### config.mk
export PLATFORM = sky130hd
export DESIGN_NAME = pong_vga_renderer_flat
export DESIGN_NICKNAME = d
export VERILOG_FILES = /design/src/rtl/pong_pkg.sv /design/src/rtl/pong_vga_renderer_if.sv /design/src/rtl/vga_timing.sv /design/src/rtl/pong_vga_renderer.sv /design/src/flat_wrapper.sv
export SDC_FILE = /design/constraint.sdc
export NUM_CORES = 1
export LEC_CHECK = 0
export ABC_AREA = 0
export CORE_UTILIZATION = 49
export CTS_CLUSTER_SIZE = 30
export DETAILED_ROUTE_END_ITERATION = 16
export GPL_TIMING_DRIVEN = 0
export PLACE_DENSITY_LB_ADDON = 0.1
export SETUP_SLACK_MARGIN = 0.1
export SYNTH_ARGS = -nofsm -noshare
export SYNTH_HDL_FRONTEND = slang
export SYNTH_SLANG_ARGS = --single-unit
### constraint.sdc
create_clock -name clk -period 2.35 [get_ports clk]
set_input_delay 0.47 -clock clk [delete_from_list [all_inputs] [get_ports clk]]
set_output_delay 0.47 -clock clk [all_outputs]
set_load 0.01 [all_outputs]
### src/rtl/pong_pkg.sv
// Shared VGA timing, colour and geometry constants for the pong game core and its renderer.
package pong_pkg;

   localparam int H_ACTIVE      = 640;
   localparam int H_FP          = 16;
   localparam int H_SYNC        = 96;
   localparam int H_BP          = 48;
   localparam int H_TOTAL       = H_ACTIVE + H_FP + H_SYNC + H_BP;
   localparam int H_SYNC_START  = H_ACTIVE + H_FP;
   localparam int H_SYNC_END    = H_SYNC_START + H_SYNC;

   localparam int V_ACTIVE      = 480;
   localparam int V_FP          = 10;
   localparam int V_SYNC        = 2;
   localparam int V_BP          = 33;
   localparam int V_TOTAL       = V_ACTIVE + V_FP + V_SYNC + V_BP;
   localparam int V_SYNC_START  = V_ACTIVE + V_FP;
   localparam int V_SYNC_END    = V_SYNC_START + V_SYNC;

   localparam int PADDLE_WIDTH  = 10;
   localparam int PADDLE_HEIGHT = 60;
   localparam int BALL_SIZE     = 10;

   localparam logic [5:0] RGB_BLACK  = 6'b000000;
   localparam logic [5:0] RGB_BALL   = 6'b111100;
   localparam logic [5:0] RGB_PADDLE = 6'b111111;
   localparam logic [5:0] RGB_NET    = 6'b010101;
   localparam logic [5:0] RGB_SCORE  = 6'b001100;

   localparam logic [9:0] BALL_X_RST   = 10'd320;
   localparam logic [9:0] BALL_Y_RST   = 10'd240;
   localparam logic [9:0] PADDLE_Y_RST = 10'd210;

   typedef struct packed {
      logic [9:0] ply_y;
      logic [9:0] opp_y;
      logic [9:0] bx;
      logic [9:0] by;
      logic [7:0] score;
   } game_state_t;

   // 11-bit compare so lo+len never wraps at the top of the 10-bit range.
   function automatic logic in_span(input logic [10:0] pos, input logic [10:0] lo,
                                    input logic [10:0] len);
      return (pos >= lo) && (pos < (lo + len));
   endfunction

endpackage

### src/rtl/pong_vga_renderer_if.sv
// Game-state link between the pong game core (master) and the VGA renderer (slave).
interface pong_vga_renderer_if;
   logic [9:0] player_paddle_y;
   logic [9:0] opponent_paddle_y;
   logic [9:0] ball_x;
   logic [9:0] ball_y;
   logic [7:0] score;
   logic       frame_tick;

   modport master (
      output player_paddle_y, opponent_paddle_y, ball_x, ball_y, score,
      input  frame_tick
   );

   modport slave (
      input  player_paddle_y, opponent_paddle_y, ball_x, ball_y, score,
      output frame_tick
   );
endinterface

### src/rtl/vga_timing.sv
// VGA pixel/line counters with raw sync, active-area flag and start-of-vblank strobes.
module vga_timing
   import pong_pkg::*;
#(
   parameter int H_ACT   = H_ACTIVE,
   parameter int H_FRONT = H_FP,
   parameter int H_SW    = H_SYNC,
   parameter int H_BACK  = H_BP,
   parameter int V_ACT   = V_ACTIVE,
   parameter int V_FRONT = V_FP,
   parameter int V_SW    = V_SYNC,
   parameter int V_BACK  = V_BP
) (
   input  logic       clk,
   input  logic       rst_n,
   input  logic       pix_en,
   output logic [9:0] hcount,
   output logic [9:0] vcount,
   output logic       hsync_raw,
   output logic       vsync_raw,
   output logic       active_raw,
   output logic       snap,
   output logic       frame_tick
);

   localparam int H_TOT = H_ACT + H_FRONT + H_SW + H_BACK;
   localparam int V_TOT = V_ACT + V_FRONT + V_SW + V_BACK;

   logic [9:0] hcount_r;
   logic [9:0] vcount_r;
   logic       frame_tick_r;
   logic       h_wrap_s;
   logic       v_wrap_s;

   assign h_wrap_s = (hcount_r == 10'(H_TOT - 1));
   assign v_wrap_s = (vcount_r == 10'(V_TOT - 1));
   // True on the step that moves the counters onto (0, V_ACT).
   assign snap     = h_wrap_s && (vcount_r == 10'(V_ACT - 1));

   // Counter advance and one-clk frame strobe.
   always_ff @(posedge clk) begin
      if (!rst_n) begin
         hcount_r     <= 10'd0;
         vcount_r     <= 10'd0;
         frame_tick_r <= 1'b0;
      end else if (pix_en) begin
         frame_tick_r <= snap;
         if (h_wrap_s) begin
            hcount_r <= 10'd0;
            vcount_r <= v_wrap_s ? 10'd0 : (vcount_r + 10'd1);
         end else begin
            hcount_r <= hcount_r + 10'd1;
         end
      end else begin
         frame_tick_r <= 1'b0;
      end
   end

   assign hsync_raw  = !((hcount_r >= 10'(H_ACT + H_FRONT)) && (hcount_r < 10'(H_ACT + H_FRONT + H_SW)));
   assign vsync_raw  = !((vcount_r >= 10'(V_ACT + V_FRONT)) && (vcount_r < 10'(V_ACT + V_FRONT + V_SW)));
   assign active_raw = (hcount_r < 10'(H_ACT)) && (vcount_r < 10'(V_ACT));
   assign hcount     = hcount_r;
   assign vcount     = vcount_r;
   assign frame_tick = frame_tick_r;

endmodule

### src/rtl/pong_vga_renderer.sv
// Pong VGA renderer: per-frame game-state snapshot, sprite hit tests and registered video out.
// Optional score bars are built when PONG_SCORE_BARS_EN is defined.
module pong_vga_renderer
   import pong_pkg::*;
#(
   parameter int H_ACT   = H_ACTIVE,
   parameter int H_FRONT = H_FP,
   parameter int H_SW    = H_SYNC,
   parameter int H_BACK  = H_BP,
   parameter int V_ACT   = V_ACTIVE,
   parameter int V_FRONT = V_FP,
   parameter int V_SW    = V_SYNC,
   parameter int V_BACK  = V_BP
) (
   input  logic                 clk,
   input  logic                 rst_n,
   input  logic                 pix_en,
   pong_vga_renderer_if.slave   game,
   output logic                 hsync,
   output logic                 vsync,
   output logic [5:0]           rgb,
   output logic                 display_on,
   output logic [9:0]           hpos,
   output logic [9:0]           vpos
);

   logic [9:0]  hcount_s;
   logic [9:0]  vcount_s;
   logic        hsync_raw_s;
   logic        vsync_raw_s;
   logic        active_raw_s;
   logic        snap_s;
   logic        frame_tick_s;
   game_state_t shadow_r;
   logic [10:0] h11_s;
   logic [10:0] v11_s;
   logic        left_hit_s;
   logic        right_hit_s;
   logic        ball_hit_s;
   logic        net_hit_s;
   logic [5:0]  pix_rgb_s;
   logic        hsync_r;
   logic        vsync_r;
   logic [5:0]  rgb_r;
   logic        display_on_r;

   vga_timing #(
      .H_ACT(H_ACT), .H_FRONT(H_FRONT), .H_SW(H_SW), .H_BACK(H_BACK),
      .V_ACT(V_ACT), .V_FRONT(V_FRONT), .V_SW(V_SW), .V_BACK(V_BACK)
   ) u_timing (
      .clk        (clk),
      .rst_n      (rst_n),
      .pix_en     (pix_en),
      .hcount     (hcount_s),
      .vcount     (vcount_s),
      .hsync_raw  (hsync_raw_s),
      .vsync_raw  (vsync_raw_s),
      .active_raw (active_raw_s),
      .snap       (snap_s),
      .frame_tick (frame_tick_s)
   );

   // Game state is latched only while entering vblank so a frame never tears.
   always_ff @(posedge clk) begin
      if (!rst_n) begin
         shadow_r <= {PADDLE_Y_RST, PADDLE_Y_RST, BALL_X_RST, BALL_Y_RST, 8'd0};
      end else if (pix_en && snap_s) begin
         shadow_r <= {game.player_paddle_y, game.opponent_paddle_y,
                      game.ball_x, game.ball_y, game.score};
      end
   end

   assign h11_s       = {1'b0, hcount_s};
   assign v11_s       = {1'b0, vcount_s};
   assign left_hit_s  = (h11_s < 11'(PADDLE_WIDTH)) &&
                        in_span(v11_s, {1'b0, shadow_r.opp_y}, 11'(PADDLE_HEIGHT));
   assign right_hit_s = (h11_s >= 11'(H_ACT - PADDLE_WIDTH)) &&
                        in_span(v11_s, {1'b0, shadow_r.ply_y}, 11'(PADDLE_HEIGHT));
   assign ball_hit_s  = in_span(h11_s, {1'b0, shadow_r.bx}, 11'(BALL_SIZE)) &&
                        in_span(v11_s, {1'b0, shadow_r.by}, 11'(BALL_SIZE));
   assign net_hit_s   = ((hcount_s == 10'(H_ACT / 2 - 1)) || (hcount_s == 10'(H_ACT / 2))) &&
                        !vcount_s[3];

`ifdef PONG_SCORE_BARS_EN
   logic bar_hit_s;
   assign bar_hit_s = (vcount_s >= 10'd8) && (vcount_s <= 10'd15) &&
                      ((h11_s < {4'd0, shadow_r.score[7:4], 3'b000}) ||
                       (h11_s >= (11'(H_ACT) - {4'd0, shadow_r.score[3:0], 3'b000})));
`else
   logic [7:0] unused_score_s;
   assign unused_score_s = shadow_r.score;
`endif

   // Colour priority, first match wins.
   always_comb begin
      pix_rgb_s = RGB_BLACK;
      if (!active_raw_s) begin
         pix_rgb_s = RGB_BLACK;
      end else if (ball_hit_s) begin
         pix_rgb_s = RGB_BALL;
`ifdef PONG_SCORE_BARS_EN
      end else if (bar_hit_s) begin
         pix_rgb_s = RGB_SCORE;
`endif
      end else if (left_hit_s || right_hit_s) begin
         pix_rgb_s = RGB_PADDLE;
      end else if (net_hit_s) begin
         pix_rgb_s = RGB_NET;
      end else begin
         pix_rgb_s = RGB_BLACK;
      end
   end

   // Sync and colour share one register stage so they stay aligned.
   always_ff @(posedge clk) begin
      if (!rst_n) begin
         hsync_r      <= 1'b1;
         vsync_r      <= 1'b1;
         rgb_r        <= RGB_BLACK;
         display_on_r <= 1'b0;
      end else if (pix_en) begin
         hsync_r      <= hsync_raw_s;
         vsync_r      <= vsync_raw_s;
         rgb_r        <= pix_rgb_s;
         display_on_r <= active_raw_s;
      end
   end

   assign hsync           = hsync_r;
   assign vsync           = vsync_r;
   assign rgb             = rgb_r;
   assign display_on      = display_on_r;
   assign hpos            = hcount_s;
   assign vpos            = vcount_s;
   assign game.frame_tick = frame_tick_s;

endmodule

### src/flat_wrapper.sv
// flat-port wrapper written by rule: the top's interface ports become plain ports
module pong_vga_renderer_flat import pong_pkg::*;
#(
   parameter int H_ACT   = H_ACTIVE,
   parameter int H_FRONT = H_FP,
   parameter int H_SW    = H_SYNC,
   parameter int H_BACK  = H_BP,
   parameter int V_ACT   = V_ACTIVE,
   parameter int V_FRONT = V_FP,
   parameter int V_SW    = V_SYNC,
   parameter int V_BACK  = V_BP
)
  (clk, rst_n, pix_en, hsync, vsync, rgb, display_on, hpos, vpos, game_player_paddle_y, game_opponent_paddle_y, game_ball_x, game_ball_y, game_score, game_frame_tick);
  pong_vga_renderer_if game_i ();
  input  logic clk;
  input  logic rst_n;
  input  logic pix_en;
  output logic hsync;
  output logic vsync;
  output logic [5:0] rgb;
  output logic display_on;
  output logic [9:0] hpos;
  output logic [9:0] vpos;
  input wire logic [$bits(game_i.player_paddle_y)-1:0] game_player_paddle_y;
  input wire logic [$bits(game_i.opponent_paddle_y)-1:0] game_opponent_paddle_y;
  input wire logic [$bits(game_i.ball_x)-1:0] game_ball_x;
  input wire logic [$bits(game_i.ball_y)-1:0] game_ball_y;
  input wire logic [$bits(game_i.score)-1:0] game_score;
  output wire logic [$bits(game_i.frame_tick)-1:0] game_frame_tick;
  assign game_i.player_paddle_y = game_player_paddle_y;
  assign game_i.opponent_paddle_y = game_opponent_paddle_y;
  assign game_i.ball_x = game_ball_x;
  assign game_i.ball_y = game_ball_y;
  assign game_i.score = game_score;
  assign game_frame_tick = game_i.frame_tick;
  pong_vga_renderer #(.H_ACT(H_ACT), .H_FRONT(H_FRONT), .H_SW(H_SW), .H_BACK(H_BACK), .V_ACT(V_ACT), .V_FRONT(V_FRONT), .V_SW(V_SW), .V_BACK(V_BACK)) u_core (.clk(clk), .rst_n(rst_n), .pix_en(pix_en), .game(game_i), .hsync(hsync), .vsync(vsync), .rgb(rgb), .display_on(display_on), .hpos(hpos), .vpos(vpos));
endmodule
### Word level (Yosys, flattened, before mapping)

Index checks and enable logic that the tools add are counted.

| word-level totals | value |
|---|---|
| output and inout port bits | 30 |
| word-level logic and storage cells | 64 |
| register bits | 70 |
| input bits | 51 |

| cells by class | value |
|---|---|
| equal/unequal tests | 5 |
| magnitude comparators | 16 |
| mux-type cells | 6 |
| add/sub/neg operators | 6 |
| reductions and logical operators | 20 |

Operators with widths:

| kind | count |
|---|---|
| less-than comparator 10 x 11 -> 1 bit | 4 |
| >= comparator 10 bit | 4 |
| equality test 10 x 9 -> 1 bit, second input constant | 3 |
| adder 10 x 4 -> 11 bit, second input constant | 2 |
| adder 10 x 6 -> 11 bit, second input constant | 2 |
| adder 10 x 1 -> 10 bit, second input constant | 2 |
| equality test 10 bit, second input constant | 2 |
| >= comparator 10 bit, second input constant | 2 |
| less-than comparator 10 bit, second input constant | 2 |
| less-than comparator 10 x 9 -> 1 bit, second input constant | 2 |
| two-way mux 10 bit | 2 |
| two-way mux 6 bit | 3 |
| logical AND 1 bit | 13 |
| >= comparator 10 x 9 -> 1 bit, second input constant | 1 |
| less-than comparator 10 x 4 -> 1 bit, second input constant | 1 |
| two-way mux 5 bit | 1 |
| AND reduction 2 bit | 2 |
| zero test 1 bit | 3 |
| logical OR 1 bit | 2 |

### Depth between registers and ports, before layout

| logic depth | value |
|---|---|
| depth in word-level cells | 8 |
| mapped depth | 12 |
| gate-level depth less buffers | 12 |

### Hierarchy

A second synthesis with hierarchy kept.

| unflattened totals | value |
|---|---|
| cell total of the unflattened synthesis | 618 |
| area, all modules | 5063.6 um^2 |

Modules (own cells, without submodules):

| module | instances | seq. area each (um^2) | cells each | area an instance (um^2) |
|---|---|---|---|---|
| pong_vga_renderer | 1 | 940.9 | 484 | 3951.3 |
| vga_timing | 1 | 420.4 | 134 | 1112.3 |

### Worst setup path before layout

OpenSTA, ideal clock, no wires.

| timing path | value |
|---|---|
| kind | register to register |
| start point | register u_core.shadow_r[9] (netlist bit) |
| end point | register u_core.rgb_r[1], in the netlist u_core.rgb[1] |
| setup time | 0.137 ns |
| data arrival time | 2.465 ns |
| path slack | -0.251 ns |
| path buffers | 0 |
| cell stages (with the launch flop) | 12 |
| cells stage by stage | dfxtp_1 -> ha_1 -> nor2_1 -> or4_1 -> xnor2_1 -> ha_1 -> a21o_1 -> a211o_1 -> a31oi_1 -> a211oi_1 -> nor4b_1 -> a211oi_1 |

| on the way | value |
|---|---|
| cells in the longest elaborated chain, start to end | 6 |
| elaborated cells between the ends (all ways) | 7 |

RTL lines:

| item | RTL line | text |
|---|---|---|
| start, declared | pong_vga_renderer.sv:34 | `game_state_t shadow_r;` |
| start signal, assigned | pong_vga_renderer.sv:66 | `shadow_r <= {PADDLE_Y_RST, PADDLE_Y_RST, BALL_X_RST, BALL_Y_RST, 8'd0};` |
| start signal, assigned | pong_vga_renderer.sv:68 | `shadow_r <= {game.player_paddle_y, game.opponent_paddle_y,` |
| adder 10 x 4 -> 11 bit | pong_pkg.sv:45 | `return (pos >= lo) && (pos < (lo + len));` |
| less-than comparator 10 x 11 -> 1 bit | pong_pkg.sv:45 |  |
| logical AND 1 bit * | pong_pkg.sv:45 |  |
| logical AND 1 bit * | pong_vga_renderer.sv:79 | `assign ball_hit_s = in_span(h11_s, {1'b0, shadow_r.bx}, 11'(BALL_SIZE)) &&` |
| two-way mux 6 bit * | pong_vga_renderer.sv:99 | `end else if (ball_hit_s) begin` |
| two-way mux 6 bit * | pong_vga_renderer.sv:97 | `if (!active_raw_s) begin` |
| end signal, assigned | pong_vga_renderer.sv:124 | `rgb_r <= pix_rgb_s;` |
| end, declared | pong_vga_renderer.sv:44 | `logic [5:0] rgb_r;` |

Every way passes the cells marked *; elsewhere a longest branch is shown, timed or not.
A chain may end at the register's enable or synchronous reset.

### Worst setup path after layout

| timing path | value |
|---|---|
| start point | register u_core.shadow_r[9] (netlist bit) |
| end point | register u_core.rgb_r[4], in the netlist u_core.rgb[4] |

Same word-level chain as after synthesis.

==> flow_metrics.env <==
export IMPL_core_um2=9860
export IMPL_pwr_share_clk_pct=38.8
export IMPL_drive_gt1_share_pct=9.04
export IMPL_clk_path_buf_depth=2
export IMPL_drtAntennaViolNets=0
export IMPL_yosys_warnings=0
export IMPL_grt_max_degree=14
export IMPL_tns_ns=-6.60
export IMPL_min_period_ns=2.76
export IMPL_min_period_over_period_pct=117
export IMPL_cp_required_ns=2.63
export IMPL_nNetsFinal=838
export IMPL_place_hpwl_um=10300
export IMPL_p_leak_nw=2.61
export IMPL_p_switching_mw=0.524
export IMPL_drt_first_pass_iters=5
export IMPL_slew_viol_final=0
export IMPL_hp_class="reg2reg"
export IMPL_synthAdderAreaFrac_pct=20.6
export IMPL_numCtsBuffers=9
export IMPL_grt_antenna_before_repair=0
export IMPL_routabilityCongestion=0.882
export IMPL_via_per_inst=5.68
export IMPL_wire_per_inst_um=16.9
export IMPL_synth_compound_area_share_pct=17.7
export IMPL_synth_area_mux_share_pct=0.198
export IMPL_die_w_um=103
export IMPL_io_pins=81
export IMPL_area_growth_pct=24.5
export IMPL_place_port_buffers=71
export IMPL_synth_edf_count=0
export IMPL_crit_path_end_kind="flop"
export IMPL_synth_xor_area_share_pct=7.29
export IMPL_rows=36
export IMPL_start_util_pct=51.2
export IMPL_switching_share_pct=24.4
export IMPL_fmax_ghz=0.363
export IMPL_drt_total_wl_um=14200
export IMPL_final_cells=841
export IMPL_cts_root_buffer="clkbuf_8"
export IMPL_combPwrFrac_pct=7.0
export IMPL_ys_seq_area_share_pct=27.0
export IMPL_grt_setup_unrepaired="yes"
export IMPL_finClkSkew_ns=0.0112
export IMPL_seq_area_um2=1380
export IMPL_maxCapViolCount=0
export IMPL_clock_sinks=68
export IMPL_clk_pin_slew_worst_paths_ns=0.08
export IMPL_grt_ovfl_total=0
export IMPL_fillCellCount=870
export IMPL_vdd_drop_max_mv=0.349
export IMPL_async_flop_share_pct=0
export IMPL_floorplan_die_area_um2=10700
export IMPL_hold_viol=0
export IMPL_placed_area_um2=5950
export IMPL_critPathMaxFanout=3
export IMPL_p_seq_share_pct=54.3
export IMPL_setup_viol=35
export IMPL_grt_pass1_vias=4569
export IMPL_via_count=4775
export IMPL_ys_flop_type="dfxtp_1"
export IMPL_syn_nets=748
export IMPL_powerDensity_nw_per_um2=341
export IMPL_antenna_cells=0
export IMPL_final_common_cell="nand2_1"
export IMPL_final_cell_mix="nand2_1, ha_1, clkdlybuf4s50_1, dfxtp_1, inv_1"
export IMPL_drt_drc_violations_left=0
export IMPL_synth_top_family_by_area="simple AND/OR/NAND/NOR gates"
export IMPL_multiInputGateArea_um2=3530
export IMPL_clock_latency_ns=0.36
export IMPL_syn_inst=614
export IMPL_synthSimpleGateAreaFrac_pct=21.5
export IMPL_crit_type="reg2reg"
export IMPL_fp_dieH_um=103
export IMPL_ys_ff_latch=68
export IMPL_cts_tree="done"
export IMPL_relSlewSlack_pct=56.5
export IMPL_status="complete, but fails checks"
export IMPL_syn_area_um2=5050
export IMPL_layout_setup_ws_ns=-0.408
export IMPL_grt_pass1_wl_um=22400
export IMPL_drt_iter0_markers=206
export IMPL_grt_util_all_layers_pct=27.9
export IMPL_design_area_um2=6280
export IMPL_avgSynthCellArea_um2=8.22
export IMPL_htree_levels=3
export IMPL_cp_start_kind="flop"
export IMPL_p_int_mw=1.62
export IMPL_synth_cell_types=58
export IMPL_tightest_slew_ns=0.651
export IMPL_critPathArrivalTime_ns=3.04
export IMPL_failed_checks="negative setup slack"
export IMPL_post_place_cells=818
## per-layer routing
layer  vias up  part of all wire (%)  GRT usage [%]
met5         -                     0              0
met4         0                   2.1           10.4
met3        22                   4.5           5.24
met2       129                    48           47.7
met1      2280                    45           34.8
li1       2344                     -              -
## Yosys cell counts, types with 4 or more instances
| cell type | n | area (um^2) |
|---|---|---|
| clkbuf_1 | 8 | 30.0 |
| dfxtp_1 | 68 | 1360 |
| o211ai_1 | 18 | 135 |
| xor2_1 | 9 | 78.8 |
| a21boi_1 | 22 | 165 |
| nor2_1 | 35 | 131 |
| inv_1 | 49 | 184 |
| o21a_1 | 8 | 60.1 |
| ha_1 | 83 | 1040 |
| a211oi_1 | 5 | 37.5 |
| nor2b_1 | 7 | 43.8 |
| nand2_1 | 104 | 390 |
| nor3_1 | 15 | 75.1 |
| buf_4 | 4 | 30.0 |
| o21ai_0 | 20 | 100 |
| or3_1 | 5 | 31.3 |
| nand3_1 | 11 | 55.1 |
| a21boi_0 | 5 | 37.5 |
| and3_1 | 5 | 31.3 |
| a21oi_1 | 19 | 95.1 |
| nand4_1 | 13 | 81.3 |
| xnor2_1 | 33 | 289 |
| nor4_1 | 8 | 50.1 |
| nor3b_1 | 4 | 30.0 |
| a21o_1 | 4 | 30.0 |
## stage by stage
| stage | hold slack, ns | power (mW) | utilization, % | setup slack (ns) |
|---|---|---|---|---|
| after floorplan | 0.435 | 1.24 | - | -0.142 |
| after global placement | 0.447 | 1.34 | 60.4 | -0.523 |
| after detailed placement | 0.453 | 1.34 | 60.4 | -0.558 |
| after CTS | 0.465 | 2.16 | 62.9 | -0.349 |
| after global routing | 0.484 | 2.22 | 63.7 | -0.473 |
| final | 0.460 | 2.14 | 63.7 | -0.408 |
## state kept, by name, summed over array words and instances (netlist names)
register                    cells
u_core.vsync                    1
u_core.shadow_r                40
u_core.display_on               1
u_core.u_timing.hcount         10
u_core.u_timing.vcount         10
u_core.rgb                      4
u_core.u_timing.frame_tick      1
u_core.hsync                    1
## repair_timing
action / CTS / global route
pin swaps: 11 / 8
setup buffers: 5 / 3
resized for setup: 17 / 14
hold endpoints to repair: 0 / 0
endpoints found under the setup margin: 38 / 50
hold buffers: 0 / 0
## worst max-delay path, cell delays in order (launching register included)
cell      delay [ns]
dfxtp_4         0.37
ha_4            0.14
nor2_2          0.04
or4_4           0.48
xnor2_1         0.14
ha_1            0.30
a21o_1          0.16
a211o_1         0.33
a31oi_4         0.21
a211oi_4        0.07
or2_1           0.26
o221ai_1        0.16
## cell families after synthesis
family / Yosys count
adders and majority gates: 83
and+or+nand+nor: 225
muxes: 1
DFF: 68
AOI/OAI and AO/OA: 128
xor gates and xnor gates: 42
buffers and inverters: 67
## worst paths after layout
kind                                           from                  end  slack [ns]  cells after the start
worst max-delay path             u_core.shadow_r[9]        u_core.rgb[4]       -0.41                     11
worst min-delay path            u_core.shadow_r[36]  u_core.shadow_r[36]        0.46                      2
worst max register to register   u_core.shadow_r[9]        u_core.rgb[4]       -0.41                     11
worst min register to register  u_core.shadow_r[36]  u_core.shadow_r[36]        0.46                      2
## cell type report
class / count / area share (%)
timing repair buffer: 79 / 12.3
sequential: 68 / 22.0
clock buffer: 12 / 2.15
tap: 133 / 2.65
buffer: 18 / 1.71
multi-input combinational: 479 / 56.1
clock inverter: 3 / 0.239
inverter: 49 / 2.93
## power groups by stage
stage          logic, mW  clock network (mW)  registers (mW)
5_1_grt            0.161               0.897            1.16
6_report           0.149               0.830            1.16
4_1_cts            0.150               0.847            1.16
3_3_place_gp       0.146                   0            1.19
3_5_place_dp       0.149                   0            1.19
2_1_floorplan     0.0481                   0            1.19
Note: power is estimated with default switching activity, not from simulation.
